## config.mk

```make
export PLATFORM = sky130hd
export DESIGN_NAME = alu_arbiter
export DESIGN_NICKNAME = d
export VERILOG_FILES = /design/src/rtl/alu_arbiter_pkg.sv /design/src/rtl/alu.sv /design/src/rtl/alu_arbiter_rr_pick.sv /design/src/rtl/alu_arbiter.sv
export SDC_FILE = /design/constraint.sdc
export NUM_CORES = 1
export LEC_CHECK = 0
export CORE_UTILIZATION = 25
export DETAILED_ROUTE_END_ITERATION = 10
export HOLD_SLACK_MARGIN = 0.1
export SETUP_SLACK_MARGIN = 0.05
export SLEW_MARGIN = 20
export SYNTH_ARGS = -nofsm -noshare
export SYNTH_HDL_FRONTEND = slang
export SYNTH_HIERARCHICAL = 1
export SYNTH_SLANG_ARGS = --single-unit
```

## constraint.sdc

```tcl
create_clock -name clk -period 4.4 [get_ports clk]
set_input_delay 0.88 -clock clk [delete_from_list [all_inputs] [get_ports clk]]
set_output_delay 0.88 -clock clk [all_outputs]
set_load 0.005 [all_outputs]
```

## src/rtl/alu_arbiter_pkg.sv

```systemverilog
// Shared constants for the ALU arbiter slice: datapath widths, ALU opcodes
// and the arbiter FSM state encoding.
package alu_arbiter_pkg;

  localparam int DATA_W = 8;
  localparam int OP_W   = 3;

  localparam logic [OP_W-1:0] OP_PASS = 3'b000;
  localparam logic [OP_W-1:0] OP_NOT  = 3'b001;
  localparam logic [OP_W-1:0] OP_ADD  = 3'b010;
  localparam logic [OP_W-1:0] OP_SUB  = 3'b011;
  localparam logic [OP_W-1:0] OP_AND  = 3'b100;
  localparam logic [OP_W-1:0] OP_OR   = 3'b101;
  localparam logic [OP_W-1:0] OP_NEG  = 3'b110;
  localparam logic [OP_W-1:0] OP_SHR  = 3'b111;

  // 2'b11 is unused and is steered back to S_IDLE by the FSM.
  typedef enum logic [1:0] {
    S_IDLE = 2'b00,
    S_EXEC = 2'b01,
    S_DONE = 2'b10
  } state_t;

endpackage

```

## src/rtl/alu.sv

```systemverilog
// Existing 8-bit combinational ALU. All arithmetic wraps modulo 2^DATA_W,
// and the right shift is logical (zero fill).
module alu
  import alu_arbiter_pkg::*;
(
  input  logic [DATA_W-1:0] a,
  input  logic [DATA_W-1:0] b,
  input  logic [OP_W-1:0]   op,
  output logic [DATA_W-1:0] y,
  output logic              zero
);

  localparam logic [DATA_W-1:0] ONE = 1;

  // Opcode decode; every opcode produces a full-width result.
  always_comb begin
    y = '0;
    case (op)
      OP_PASS: y = a;
      OP_NOT:  y = ~a;
      OP_ADD:  y = a + b;
      OP_SUB:  y = a - b;
      OP_AND:  y = a & b;
      OP_OR:   y = a | b;
      OP_NEG:  y = ~a + ONE;
      OP_SHR:  y = {1'b0, a[DATA_W-1:1]};
      default: y = '0;
    endcase
  end

  assign zero = (y == '0);

endmodule

```

## src/rtl/alu_arbiter_rr_pick.sv

```systemverilog
// Combinational round-robin picker: starting at ptr and walking upward with
// wrap-around, the first requester with req set wins.
module alu_arbiter_rr_pick #(
  parameter int NREQ = 2,
  parameter int IW   = (NREQ > 1) ? $clog2(NREQ) : 1
) (
  input  logic [NREQ-1:0] req,
  input  logic [IW-1:0]   ptr,
  output logic [NREQ-1:0] win_oh,
  output logic [IW-1:0]   win_idx,
  output logic            any
);

  // Walk offsets from farthest to nearest so the nearest hit overwrites the
  // others and ends up as the winner.
  always_comb begin
    win_oh  = '0;
    win_idx = '0;
    any     = 1'b0;
    for (int k = NREQ - 1; k >= 0; k--) begin
      for (int j = 0; j < NREQ; j++) begin
        if (((j == int'(ptr) + k) || (j == int'(ptr) + k - NREQ)) && req[j]) begin
          win_oh    = '0;
          win_oh[j] = 1'b1;
          win_idx   = IW'(j);
          any       = 1'b1;
        end
      end
    end
  end

endmodule

```

## src/rtl/alu_arbiter.sv

```systemverilog
// Shares one ALU between NREQ requesters. A round-robin pick in IDLE latches
// the winner's operands; EXEC registers the ALU result; DONE pulses done.
//
// Handshake: a requester holds req high with stable operands until it is
// sampled in IDLE. From then on the transaction is committed: gnt marks the
// owner through EXEC and DONE, and done pulses for one cycle in DONE with y
// and zero valid. Dropping req after the sample does not cancel anything.
module alu_arbiter
  import alu_arbiter_pkg::*;
#(
  parameter int NREQ = 2
) (
  input  logic                   clk,
  input  logic                   reset,
  input  logic [NREQ-1:0]        req,
  input  logic [DATA_W*NREQ-1:0] a_bus,
  input  logic [DATA_W*NREQ-1:0] b_bus,
  input  logic [OP_W*NREQ-1:0]   op_bus,
  output logic [NREQ-1:0]        gnt,
  output logic [NREQ-1:0]        done,
  output logic [DATA_W-1:0]      y,
  output logic                   zero,
  output logic                   busy,
  output logic [1:0]             state_dbg
);

  localparam int IW = (NREQ > 1) ? $clog2(NREQ) : 1;

  state_t              state;
  state_t              state_nxt;
  logic [IW-1:0]       ptr;
  logic [IW-1:0]       win_idx;
  logic [NREQ-1:0]     win_oh;
  logic [DATA_W-1:0]   a_r;
  logic [DATA_W-1:0]   b_r;
  logic [OP_W-1:0]     op_r;
  logic [DATA_W-1:0]   y_r;
  logic                zero_r;

  logic [NREQ-1:0]     pick_oh;
  logic [IW-1:0]       pick_idx;
  logic                pick_any;
  logic [DATA_W-1:0]   a_sel;
  logic [DATA_W-1:0]   b_sel;
  logic [OP_W-1:0]     op_sel;
  logic [DATA_W-1:0]   alu_y;
  logic                alu_zero;

  alu_arbiter_rr_pick #(
    .NREQ (NREQ),
    .IW   (IW)
  ) u_pick (
    .req     (req),
    .ptr     (ptr),
    .win_oh  (pick_oh),
    .win_idx (pick_idx),
    .any     (pick_any)
  );

  alu u_alu (
    .a    (a_r),
    .b    (b_r),
    .op   (op_r),
    .y    (alu_y),
    .zero (alu_zero)
  );

  // Operand mux for the requester the picker currently favours.
  always_comb begin
    a_sel  = '0;
    b_sel  = '0;
    op_sel = '0;
    for (int j = 0; j < NREQ; j++) begin
      if (pick_oh[j]) begin
        a_sel  = a_bus[j*DATA_W +: DATA_W];
        b_sel  = b_bus[j*DATA_W +: DATA_W];
        op_sel = op_bus[j*OP_W +: OP_W];
      end
    end
  end

  // FSM state register.
  always_ff @(posedge clk) begin
    if (reset) begin
      state <= S_IDLE;
    end else begin
      state <= state_nxt;
    end
  end

  // FSM next-state: one fixed pass IDLE -> EXEC -> DONE per transaction.
  always_comb begin
    state_nxt = S_IDLE;
    case (state)
      S_IDLE:  state_nxt = pick_any ? S_EXEC : S_IDLE;
      S_EXEC:  state_nxt = S_DONE;
      S_DONE:  state_nxt = S_IDLE;
      default: state_nxt = S_IDLE;
    endcase
  end

  // Operand latch in IDLE, result capture in EXEC, pointer advance in DONE.
  always_ff @(posedge clk) begin
    if (reset) begin
      ptr     <= '0;
      win_idx <= '0;
      a_r     <= '0;
      b_r     <= '0;
      op_r    <= '0;
      y_r     <= '0;
      zero_r  <= 1'b0;
    end else begin
      if (state == S_IDLE && pick_any) begin
        win_idx <= pick_idx;
        a_r     <= a_sel;
        b_r     <= b_sel;
        op_r    <= op_sel;
      end
      if (state == S_EXEC) begin
        y_r    <= alu_y;
        zero_r <= alu_zero;
      end
      if (state == S_DONE) begin
        ptr <= (win_idx == IW'(NREQ - 1)) ? '0 : win_idx + IW'(1);
      end
    end
  end

  // Decode the latched winner index into a one-hot owner vector.
  always_comb begin
    win_oh = '0;
    for (int j = 0; j < NREQ; j++) begin
      if (win_idx == IW'(j)) begin
        win_oh[j] = 1'b1;
      end
    end
  end

  // FSM outputs: gnt through EXEC/DONE, done only in DONE, busy off IDLE.
  always_comb begin
    gnt  = '0;
    done = '0;
    busy = 1'b0;
    case (state)
      S_EXEC: begin
        gnt  = win_oh;
        busy = 1'b1;
      end
      S_DONE: begin
        gnt  = win_oh;
        done = win_oh;
        busy = 1'b1;
      end
      default: begin
        gnt  = '0;
        done = '0;
        busy = 1'b0;
      end
    endcase
  end

  assign y         = y_r;
  assign zero      = zero_r;
  assign state_dbg = state;

endmodule
```

* After elaboration in Yosys (flattened, before gate mapping) *
Cells that the tools add are included.

word-level totals
  word-level logic and storage cells = 73
  input port bits = 42
  output and inout bits = 16
  register bits = 32

operators by class
  bitwise logic cells = 3
  muxes and demuxes = 26
  eq/ne operators = 12
  add/subtract/negate cells = 7
  reductions and logical operators = 17

operators by type and width
  cell                                                 count
  logical NOT 32 bit                                   4
  == test 2 x 32 -> 1 bit (first input constant)       3
  one-hot mux 8 bit (8 select lines)                   1
  2-to-1 mux 8 bit                                     4
  subtractor 32 x 3 -> 32 bit (second input constant)  1
  2-to-1 mux 1 bit                                     13
  == test 3 bit (second input constant)                4
  2-to-1 mux 2 bit                                     5
  adder 8 x 1 -> 8 bit (second input constant)         1
  adder 8 bit                                          1
  AND 8 bit                                            1
  logical NOT 8 bit                                    1
  NOT 8 bit                                            1
  OR 8 bit                                             1
  subtractor 8 bit                                     1
  == test 3 x 2 -> 1 bit (second input constant)       2
  2-to-1 mux 3 bit                                     2
  logical AND 1 bit                                    5
  logical OR 1 bit                                     4
  one-hot mux 2 bit (2 select lines)                   1
  == test 3 x 1 -> 1 bit (second input constant)       1
  logical NOT 3 bit                                    1
  subtractor 1 x 2 -> 3 bit (second input constant)    1
  adder 1 x 1 -> 2 bit (second input constant)         1
  5 further kinds                                      5

* Logic depth before layout (Yosys ltp) *
Gate-level depths: netlist of run 1.

  word-level depth = 11
  mapped depth = 16
  gate-level depth less buffers = 15

* By module *
Netlist of run 1, hierarchy kept.

by module, submodules not included
  module               area an instance (um2)  cells an instance  seq. area each (um2)  times used
  alu_arbiter          1557.7                  160                640.6                 1
  alu                  1169.9                  170                0.0                   1
  alu_arbiter_rr_pick  32.5                    5                  0.0                   1

* Least setup slack after synthesis of run 1 *
OpenSTA, ideal clock, no wires.

  path type = reg-to-reg
  start = register op_r[0]
  end = register zero_r (netlist: zero)
  library setup time = 0.065 ns
  clock period less this slack = 3.053 ns
  buffers on the path = 3
  data arrival time = 2.988 ns
  stages on the path, launching flop included = 15
  required time = 4.335 ns
  path slack = 1.347 ns
  cells stage by stage = dfxtp_1 -> buf_4 -> buf_4 -> clkbuf_1 -> nand2_1 -> a21o_1 -> fa_1 -> nand2b_1 -> a21oi_1 -> a211oi_1 -> o22a_1 -> or4b_1 -> nor4_2 -> mux2i_1 -> nor2_1

on the way
  word-level cells in the longest chain between the ends = 3
  elaborated cells between the ends (all ways) = 10
  those cells by class = 7 x eq/ne; 1 x mux; 2 x reduce/logical

RTL lines
  item                                   RTL line            source
  start: declaration                     alu_arbiter.sv:36   logic [OP_W-1:0] op_r;
  start signal: assignment               alu_arbiter.sv:117  op_r <= op_sel;
  == test 3 bit (tied with other cells)  alu.sv:18           case (op)
  one-hot mux 8 bit (8 select lines) *   alu.sv:18
  named net alu_y[4]                     alu_arbiter.sv:46   logic [DATA_W-1:0] alu_y;
  logical NOT 8 bit *                    alu.sv:31           assign zero = (y == '0);
  named net alu_zero                     alu_arbiter.sv:47   logic alu_zero;
  end signal: assignment                 alu_arbiter.sv:121  zero_r <= alu_zero;
  end: declaration                       alu_arbiter.sv:38   logic zero_r;

The timed path passes the listed nets; every way through them passes the cells marked *.
A chain may end at the register's enable or synchronous reset.

* Worst setup path after layout of run 1 *
  start = register op_r[2]
  end = register zero_r (netlist: zero)

on the way
  word-level cells in the longest chain between the ends = 3
  elaborated cells between the ends (all ways) = 10
  those cells by class = 7 x eq/ne; 1 x mux; 2 x reduce/logical

RTL lines
  item                                   RTL line
  == test 3 bit (tied with other cells)  alu.sv:18
  one-hot mux 8 bit (8 select lines) *   alu.sv:18
  logical NOT 8 bit *                    alu.sv:31
  named net alu_zero                     alu_arbiter.sv:47

Marks and branches as above.

==> results of run 1 <==
[sequential cells by signal, indices dropped and copies added, names as in the netlist]
signal / flops
a_r: 8
b_r: 8
op_r: 3
ptr: 1
state_dbg: 2
win_idx: 1
y: 8
zero: 1
[worst register-to-register path, delay by kind of cell, from the launching register on]
kind | cells | cell delay [ns]
muxes | 1 | 0.14
and+or+nand+nor | 6 | 1.12
xor gates and xnor gates | 1 | 0.17
AOI/OAI and AO/OA | 4 | 0.92
DFF | 1 | 0.76
adders and majority gates | 1 | 0.33
[kinds of logic (layout without fill, tap and decap cells)]
logic type	after synthesis	in the layout	synth area share
muxes	12	12	0.0485
and+or+nand+nor	120	120	0.237
xor gates and xnor gates	11	11	0.0349
buffers and inverters	39	81	0.0789
adders and majority gates	17	17	0.0789
AOI/OAI and AO/OA	104	104	0.290
DFF	32	32	0.232
[per-stage QoR]
step	instances	worst slack [ns]	util	instance area (um2)	power, uW
2_1_floorplan	335	1.35	-	2760	729
3_3_place_gp	506	0.991	0.321	3370	868
3_5_place_dp	506	0.891	0.321	3370	876
4_1_cts	513	0.903	0.328	3450	1100
5_1_grt	513	0.410	0.329	3460	1170
6_report	513	0.851	0.329	3460	1090
[how the worst max path moves through the flow]
stage | from | slack [ns] | endpoint
2_1_floorplan | op_r[0] | 1.35 | zero
3_3_place_gp | op_r[2] | 0.99 | zero
3_5_place_dp | op_r[2] | 0.89 | zero
4_1_cts | op_r[2] | 0.90 | y[7]
5_1_grt | op_r[2] | 0.41 | y[7]
6_report | op_r[2] | 0.85 | zero
[cell usage in the layout, fill, tap and decap left out, drive strengths merged, types with 3 or more instances in the layout]
| master | synthesis | routed |
|---|---|---|
| clkdlybuf4s50 | 0 | 57 |
| dfxtp | 32 | 32 |
| nor2 | 31 | 31 |
| a21oi | 30 | 30 |
| nand2 | 29 | 29 |
| nand3b | 21 | 21 |
| a311oi | 19 | 19 |
| ha | 15 | 15 |
| inv | 11 | 11 |
| o21ai | 11 | 11 |
| mux2i | 10 | 10 |
| nor2b | 7 | 7 |
| xnor2 | 7 | 7 |
| a31oi | 7 | 7 |
| and2 | 6 | 6 |
| buf | 25 | 6 |
| clkbuf | 3 | 6 |
| a21boi | 6 | 6 |
| a221oi | 5 | 5 |
| nand2b | 4 | 4 |
| xor2 | 4 | 4 |
| nand3 | 3 | 3 |
| a21bo | 3 | 3 |
| and3b | 3 | 3 |
| a211o | 3 | 3 |
| o211ai | 3 | 3 |
| nor3 | 3 | 3 |
| or2 | 3 | 3 |
[cell type report]
cell class	count	area share
Sequential cell	32	0.185
Multi-Input combinational cell	264	0.553
Tap cell	136	0.0492
Clock buffer	6	0.0210
Clock inverter	1	0.00145
Inverter	11	0.0119
Timing Repair Buffer	63	0.178
[Yosys cell counts (3+ instances only)]
master | number | area share
a211o_1 | 3 | 0.0095
a21bo_2 | 3 | 0.011
a21boi_0 | 3 | 0.0082
a21boi_1 | 3 | 0.0082
a21oi_1 | 30 | 0.054
a221oi_1 | 5 | 0.016
a311oi_1 | 7 | 0.022
a311oi_2 | 12 | 0.065
a31oi_1 | 7 | 0.016
and2_1 | 6 | 0.014
and3b_1 | 3 | 0.0095
buf_2 | 15 | 0.027
buf_4 | 6 | 0.016
buf_6 | 4 | 0.016
clkbuf_1 | 3 | 0.0041
dfxtp_1 | 32 | 0.23
ha_1 | 15 | 0.068
inv_1 | 11 | 0.015
mux2i_1 | 10 | 0.036
nand2_1 | 29 | 0.039
nand2b_1 | 4 | 0.0091
nand3_1 | 3 | 0.0054
nand3b_1 | 21 | 0.057
nor2_1 | 31 | 0.042
nor2b_1 | 7 | 0.016
o211ai_1 | 3 | 0.0082
o21ai_0 | 10 | 0.018
xnor2_1 | 7 | 0.022
xor2_1 | 4 | 0.013
[metal layers]
layer | track usage | vias up | routed length (um)
met3 | 0.0292 | 11 | 404
met5 | 0 | - | 0
met2 | 0.235 | 81 | 3510
met1 | 0.157 | 1226 | 3270
met4 | 0.0362 | 0 | 130
li1 | - | 1308 | -
[where the power goes]
part / internal, uW / switching [uW]
clock: 107 / 110
sequential: 320 / 54.6
combinational: 246 / 252
total: 673 / 416
==> flow_summary.json, run 1 <==
{
  "syn_area_per_cell_um2": 8.24,
  "synth_area_mm2": 0.00276,
  "clkLatencyLatePin_ns": 0.29,
  "timing.final.crit_share": 0.807,
  "drt-total-wl_um": 7320,
  "cpMaxStageDelayCell": "dfxtp_1",
  "core_mm2": 0.0105,
  "multiInputGateArea_mm2": 0.00191,
  "drtPass1Iterations": 4,
  "clockBufferDepth": 2,
  "grt_setup_unrepaired": "false",
  "syn_inst": 335,
  "drv_cap": 0,
  "num_vias": 2626,
  "first_iter_violations": 176,
  "async_reset_ff_frac": 0,
  "timing.rr.start": "op_r[2]",
  "max_freq_mhz": 282,
  "relSlewSlack": 0.388,
  "place.gp.congestion": 0.882,
  "grt_pass1_vias": 2546,
  "cp_cell_sequence": "nor2_1 > nand2_1 > o21ai_0 > xor2_1 > ha_1 > and2_1 > a221oi_1 > a21oi_1 > or3b_1 > a21oi_1 > nor4_2 > mux2i_1 > nor2_1",
  "post_cts_buffers": 0,
  "min_path_type": "reg -> reg",
  "p_leak_uw": 0.00123,
  "drc": 0,
  "min_to": "y[3]",
  "antenna_cells": 0,
  "cts.htree.levels": 2,
  "pwr_density_cell_mw_per_mm2": 315,
  "cts_tree": "done",
  "pin_count": 58,
  "hold_viol_final": 0,
  "cp.depth": 13,
  "clock-sinks": 32,
  "final_nets": 435,
  "antenna_left": 0,
  "rows": 37,
  "rrSetupSlack_ns": 0.85,
  "syn_nets": 393,
  "synth_cell_types": 60,
  "worst_ep_required_time_ns": 4.57,
  "die_h_um": 107,
  "cp.arrival_ns": 3.72,
  "ys_seq_elements": 32,
  "regArea_um2": 641,
  "cp_num_buf_inv": 0,
  "critPathMaxFanout": 22,
  "io_buffers": 57,
  "hold_depth": 2,
  "clk_pin_slew_ns": 0.07,
  "die_area_mm2": 0.0115,
  "post-route-min-period_ns": 3.55,
  "worstMarginPinSlew_ns": 0.918,
  "fin_hold_ws_ns": 0.496,
  "ys_warn_count": 6,
  "antenna_found_initial": 0,
  "drv_slew": 0,
  "cts_resized": 0,
  "cts_buffers": 5,
  "setup_tns_ns": 0,
  "area_delta_synth_final_pct": 25.3,
  "dp_hpwl_um": 5740,
  "avgViaCountPerCell": 5.12,
  "clockRootBuffer": "clkbuf_8",
  "drive_gt1_frac": 0.0902,
  "outcome": "finished, final reports clean",
  "fin_skew_ns": 0.00943,
  "synth-seq-area-share": 0.232,
  "hp-start": "y[3]",
  "timing.rr.end": "zero",
  "synth_ff_type": "dfxtp_1",
  "wire_per_inst_um": 14.3,
  "setup_viol": 0,
  "grt_max_degree": 40,
  "crit_family": "simple AND/OR/NAND/NOR gates",
  "grt-ovfl-total": 0,
  "crit_type": "reg -> reg",
  "peakVddDrop_mv": 0.115,
  "startpoint_type": "register",
  "end_kind": "register",
  "grt_pass1_wl_um": 12000,
  "hold_buffers": 0,
  "max_stage_delay_ns": 0.76,
  "worst-r2r-cell-count": 13,
  "fill_cells": 1125,
  "synth_edf_count": 0,
  "grt_usage": 0.132,
  "dieWidth_um": 107,
  "start_util": 0.263
}
(Power assumes the default switching activity.)
==> run 2: changes to the inputs <==
==> constraint.sdc (replaced) <==
create_clock -name clk -period 3.5 [get_ports clk]
set_input_delay 0.7 -clock clk [delete_from_list [all_inputs] [get_ports clk]]
set_output_delay 0.7 -clock clk [all_outputs]
set_load 0.005 [all_outputs]
==> flow_summary.json, run 2 (synthesis results as in run 1) <==
{
  "drv_slew": 0,
  "die_area_mm2": 0.0115,
  "post_cts_buffers": 0,
  "crit_type": "reg -> reg",
  "grt-ovfl-total": 0,
  "cts_tree": "done",
  "avgViaCountPerCell": 5.13,
  "fin_skew_ns": 0.00722,
  "io_buffers": 57,
  "clkLatencyLatePin_ns": 0.29,
  "antenna_found_initial": 0,
  "worst_ep_required_time_ns": 3.73,
  "cp.arrival_ns": 3.44,
  "drt-total-wl_um": 7550,
  "total_power_uw": 1410,
  "dp_hpwl_um": 5840,
  "layout_common_cells": "56 x clkdlybuf4s50_1, 32 x dfxtp_1, 30 x nor2_1, 30 x a21oi_1, 29 x nand2_1",
  "place.gp.congestion": 0.887,
  "startpoint_type": "register",
  "worst-r2r-cell-count": 13,
  "drive_gt1_frac": 0.117,
  "wire_per_inst_um": 14.5,
  "grt_pass1_wl_um": 12300,
  "setup_tns_ns": 0,
  "grt_usage": 0.136,
  "area_delta_synth_final_pct": 27.7,
  "cts_resized": 0,
  "fill_cells": 1072,
  "pwr_density_cell_mw_per_mm2": 401,
  "layout_commonest_cell": "clkdlybuf4s50_1",
  "drc": 0,
  "drtPass1Iterations": 4,
  "end_kind": "register",
  "peakVddDrop_mv": 0.132,
  "clock-sinks": 32,
  "cts_buffers": 5,
  "max_freq_mhz": 311,
  "relSlewSlack": 0.610,
  "post-route-min-period_ns": 3.21,
  "drv_cap": 0,
  "pin_count": 58,
  "dieWidth_um": 107,
  "hold_viol_final": 0,
  "hold_depth": 2,
  "timing.final.crit_share": 0.918,
  "critPathMaxFanout": 20,
  "rows": 37,
  "grt_pass1_vias": 2547,
  "num_vias": 2680,
  "setup_viol": 0,
  "clk_pin_slew_ns": 0.07,
  "first_iter_violations": 306,
  "min_path_type": "reg -> reg",
  "rrSetupSlack_ns": 0.29,
  "clockBufferDepth": 2,
  "cts.htree.levels": 2,
  "hold_buffers": 0,
  "final_nets": 443,
  "clockRootBuffer": "clkbuf_8",
  "p_leak_uw": 0.00127,
  "antenna_cells": 0,
  "outcome": "finished, final reports clean",
  "antenna_left": 0,
  "worstMarginPinSlew_ns": 0.586,
  "start_util": 0.263,
  "grt_setup_unrepaired": "false",
  "grt_max_degree": 39,
  "fin_hold_ws_ns": 0.498,
  "die_h_um": 107,
  "core_mm2": 0.0105
}
==> run 2: critical path, stage by stage, from the launching register on <==
cell and delay [ns]:
dfxtp_1 0.33, buf_4 0.23, and3b_1 0.25, nor2_1 0.08, xnor2_1 0.14, ha_1 0.34, and2_1 0.19, a221oi_1 0.45
a21oi_1 0.17, or3b_1 0.39, a21oi_1 0.24, o21bai_1 0.16, mux2i_1 0.09, nor2_1 0.09
==> run 2: area by class of cell <==
| cell class | count | area (um2) | area share |
|---|---|---|---|
| multi-input cells | 264 | 1910 | 0.541 |
| clock buffers | 7 | 86.3 | 0.0245 |
| flip-flops and latches | 32 | 641 | 0.182 |
| well taps | 136 | 170 | 0.0483 |
| clock inverters | 1 | 7.51 | 0.00213 |
| repair buffers | 71 | 671 | 0.190 |
| inverters | 11 | 41.3 | 0.0117 |
==> run 2: where the power goes <==
part / internal (uW) / switching [uW] / total, uW / leakage, uW
combinational: 320 / 340 / 660 / 0.000964
sequential: 402 / 49.6 / 451 / 0.000263
clock: 160 / 143 / 303 / 0.0000445
==> run 2: metrics by stage <==
step	cell area (um2)	instances	setup slack, ns	utilization
after floorplan	2760	335	0.447	-
after global placement	3430	514	0.393	0.327
after detailed placement	3430	514	0.283	0.327
after CTS	3530	522	0.263	0.336
after global routing	3520	522	0.0811	0.335
final	3520	522	0.287	0.335
==> run 2: worst paths after layout <==
kind	start	to
max	op_r[1]	y[7]
min	y[4]	y[4]
max reg2reg	op_r[1]	y[7]
min reg2reg	y[4]	y[4]
==> run 2: layer usage <==
metal | track usage | routed length (um) | up-vias | share of wire
met4 | 0.0646 | 249 | 0 | 0.033
li1 | - | - | 1327 | -
met5 | 0 | 0 | - | 0
met1 | 0.168 | 3340 | 1234 | 0.44
met2 | 0.223 | 3510 | 97 | 0.47
met3 | 0.0310 | 444 | 22 | 0.059
==> run 3: changes to the inputs <==
--- a/config.mk
+++ b/config.mk
@@ -5,9 +5,11 @@
 export SDC_FILE = /design/constraint.sdc
 export NUM_CORES = 1
 export LEC_CHECK = 0
-export CORE_UTILIZATION = 25
+export CORE_UTILIZATION = 52
 export DETAILED_ROUTE_END_ITERATION = 10
+export GPL_TIMING_DRIVEN = 0
 export HOLD_SLACK_MARGIN = 0.1
+export PLACE_DENSITY = 0.81
 export SETUP_SLACK_MARGIN = 0.05
 export SLEW_MARGIN = 20
 export SYNTH_ARGS = -nofsm -noshare
==> flow_summary.json, run 3 (synthesis results as in run 1) <==
{
  "outcome": "finished, final reports clean",
  "hold_depth": 2,
  "hp-start": "zero",
  "crit_type": "reg -> reg",
  "num_vias": 2676,
  "drc": 0,
  "timing.rr.end": "zero",
  "final_nets": 456,
  "crit_family": "simple AND/OR/NAND/NOR gates",
  "cp_cell_sequence": "clkbuf_4 > buf_4 > nor2_4 > nand2_2 > a21o_1 > fa_1 > nand2b_4 > a21oi_2 > a211oi_1 > o22a_1 > or4b_1 > nor4_2 > mux2i_1 > nor2_1",
  "drive_gt1_frac": 0.151,
  "startpoint_type": "register",
  "hold_viol_final": 0,
  "pin_count": 58,
  "start_util": 0.540,
  "clockRootBuffer": "clkbuf_8",
  "post-route-min-period_ns": 3.33,
  "power_frac_comb": 0.497,
  "worstMarginPinSlew_ns": 0.451,
  "drv_cap": 0,
  "grt_setup_unrepaired": "false",
  "max_freq_mhz": 301,
  "rows": 26,
  "dieWidth_um": 74.9,
  "min_path_type": "reg -> reg",
  "avgViaCountPerCell": 5.72,
  "end_kind": "register",
  "antenna_cells": 0,
  "pwr_density_cell_mw_per_mm2": 397,
  "worst_ep_required_time_ns": 3.71,
  "setup_viol": 0,
  "final_cell_area_mm2": 0.00355,
  "min_to": "zero",
  "cp_num_buf_inv": 2,
  "fin_util": 0.695,
  "grt_usage": 0.260,
  "layout_commonest_cell": "clkdlybuf4s50_1",
  "place.gp.congestion": 0.904,
  "seq_power_share": 0.319,
  "setup_slack_ns": 0.174,
  "clkLatencyLatePin_ns": 0.28,
  "cp.arrival_ns": 3.54,
  "grt_pass1_vias": 2466,
  "core_mm2": 0.00511,
  "drtPass1Iterations": 4,
  "place_ws_ns": -0.148,
  "worst-r2r-cell-count": 14,
  "total_power_uw": 1410,
  "pwr-share-clk": 0.183,
  "antenna_found_initial": 0,
  "area_delta_synth_final_pct": 28.7,
  "relSlewSlack": 0.697,
  "clk_pin_slew_ns": 0.06,
  "cts.htree.levels": 2,
  "clock-sinks": 32,
  "max_stage_delay_ns": 0.50,
  "drt-total-wl_um": 7090,
  "layout_common_cells": "57 x clkdlybuf4s50_1, 32 x dfxtp_1, 30 x nor2_1, 28 x nand2_1, 28 x a21oi_1",
  "antenna_left": 0,
  "grt_max_degree": 20,
  "drv_slew": 0,
  "grt-ovfl-total": 0,
  "timing.rr.start": "op_r[2]",
  "die_h_um": 74.9,
  "critPathMaxFanout": 10,
  "setup_tns_ns": 0,
  "place_area_mm2": 0.00342,
  "swShare": 0.376,
  "wire_per_inst_um": 15.2,
  "timing.final.crit_share": 0.950,
  "cts_buffers": 5,
  "clockBufferDepth": 2,
  "hold_buffers": 0,
  "peakVddDrop_mv": 0.255,
  "dp_hpwl_um": 5520,
  "die_area_mm2": 0.00560,
  "grt_pass1_wl_um": 11100,
  "cts_tree": "done",
  "rrSetupSlack_ns": 0.17,
  "post_cts_buffers": 0,
  "io_buffers": 57,
  "first_iter_violations": 104,
  "power_switching_uw": 530,
  "p_leak_uw": 0.00133,
  "p_int_uw": 880,
  "fin_skew_ns": 0.00651,
  "cpMaxStageDelayCell": "or4b_1"
}
[run 3: changes by cell type in the layout (fill, tap and decap cells not counted), moves of 2 or more]
cell / change
clkbuf_1: +2
a21oi_2: +2
a21oi_1: -2
buf_6: +4
buf_4: -7
buf_2: +12
[run 3: worst max path at each step]
stage	start	end	slack, ns	cells after the start
CTS	op_r[2]	zero	0.06	15
detailed placement	op_r[0]	zero	-0.15	15
finish	op_r[2]	zero	0.17	14
floorplan	op_r[0]	zero	0.45	14
global route	op_r[2]	zero	0.05	14
global placement	op_r[2]	zero	-0.06	15
[run 3: layout make-up]
type                    instances  area (um2)
plain buffers                  27         178
clock buffers                   6        72.6
clock inverters                 1        5.00
fillers                       432        1560
inverters                      11        41.3
multi-input cells             264        1960
flip-flops and latches         32         641
well taps                      70        87.6
repair buffers                 57         571
[run 3: timing repair]
item,in CTS,in global routing
endpoints found under the setup margin,3,2
resized for setup,3,10
pin swaps,0,1
[run 3: routing by layer]
layer / up-vias / share of wire / global-route usage
met2: 78 / 0.50 / 0.472
met1: 1236 / 0.43 / 0.315
li1: 1350 / - / -
met5: - / 0 / 0
met3: 12 / 0.055 / 0.0402
met4: 0 / 0.016 / 0.0818
[run 3: worst register-to-register path: cells and delay by family (launching register included)]
kind,cells,cell delay (ns)
AND/OR/NAND/NOR,6,1.31
adder cells (fa/ha/maj),1,0.44
multiplexers,1,0.12
buffers and inverters,2,0.38
flip-flops,1,0.32
AO/OA/AOI/OAI,4,0.69
[run 3: stage by stage]
step	hold WS, ns	cells
floorplan	0.485	335
global placement	0.477	462
detailed placement	0.486	462
CTS	0.501	468
global route	0.517	468
finish	0.497	468
[run 3: power groups by stage]
| stage | clock network [uW] | logic [uW] | registers [uW] |
|---|---|---|---|
| after floorplan | 0 | 473 | 443 |
| after global placement | 0 | 633 | 456 |
| after detailed placement | 0 | 653 | 457 |
| after CTS | 264 | 661 | 450 |
| after global routing | 278 | 767 | 456 |
| final | 258 | 702 | 450 |
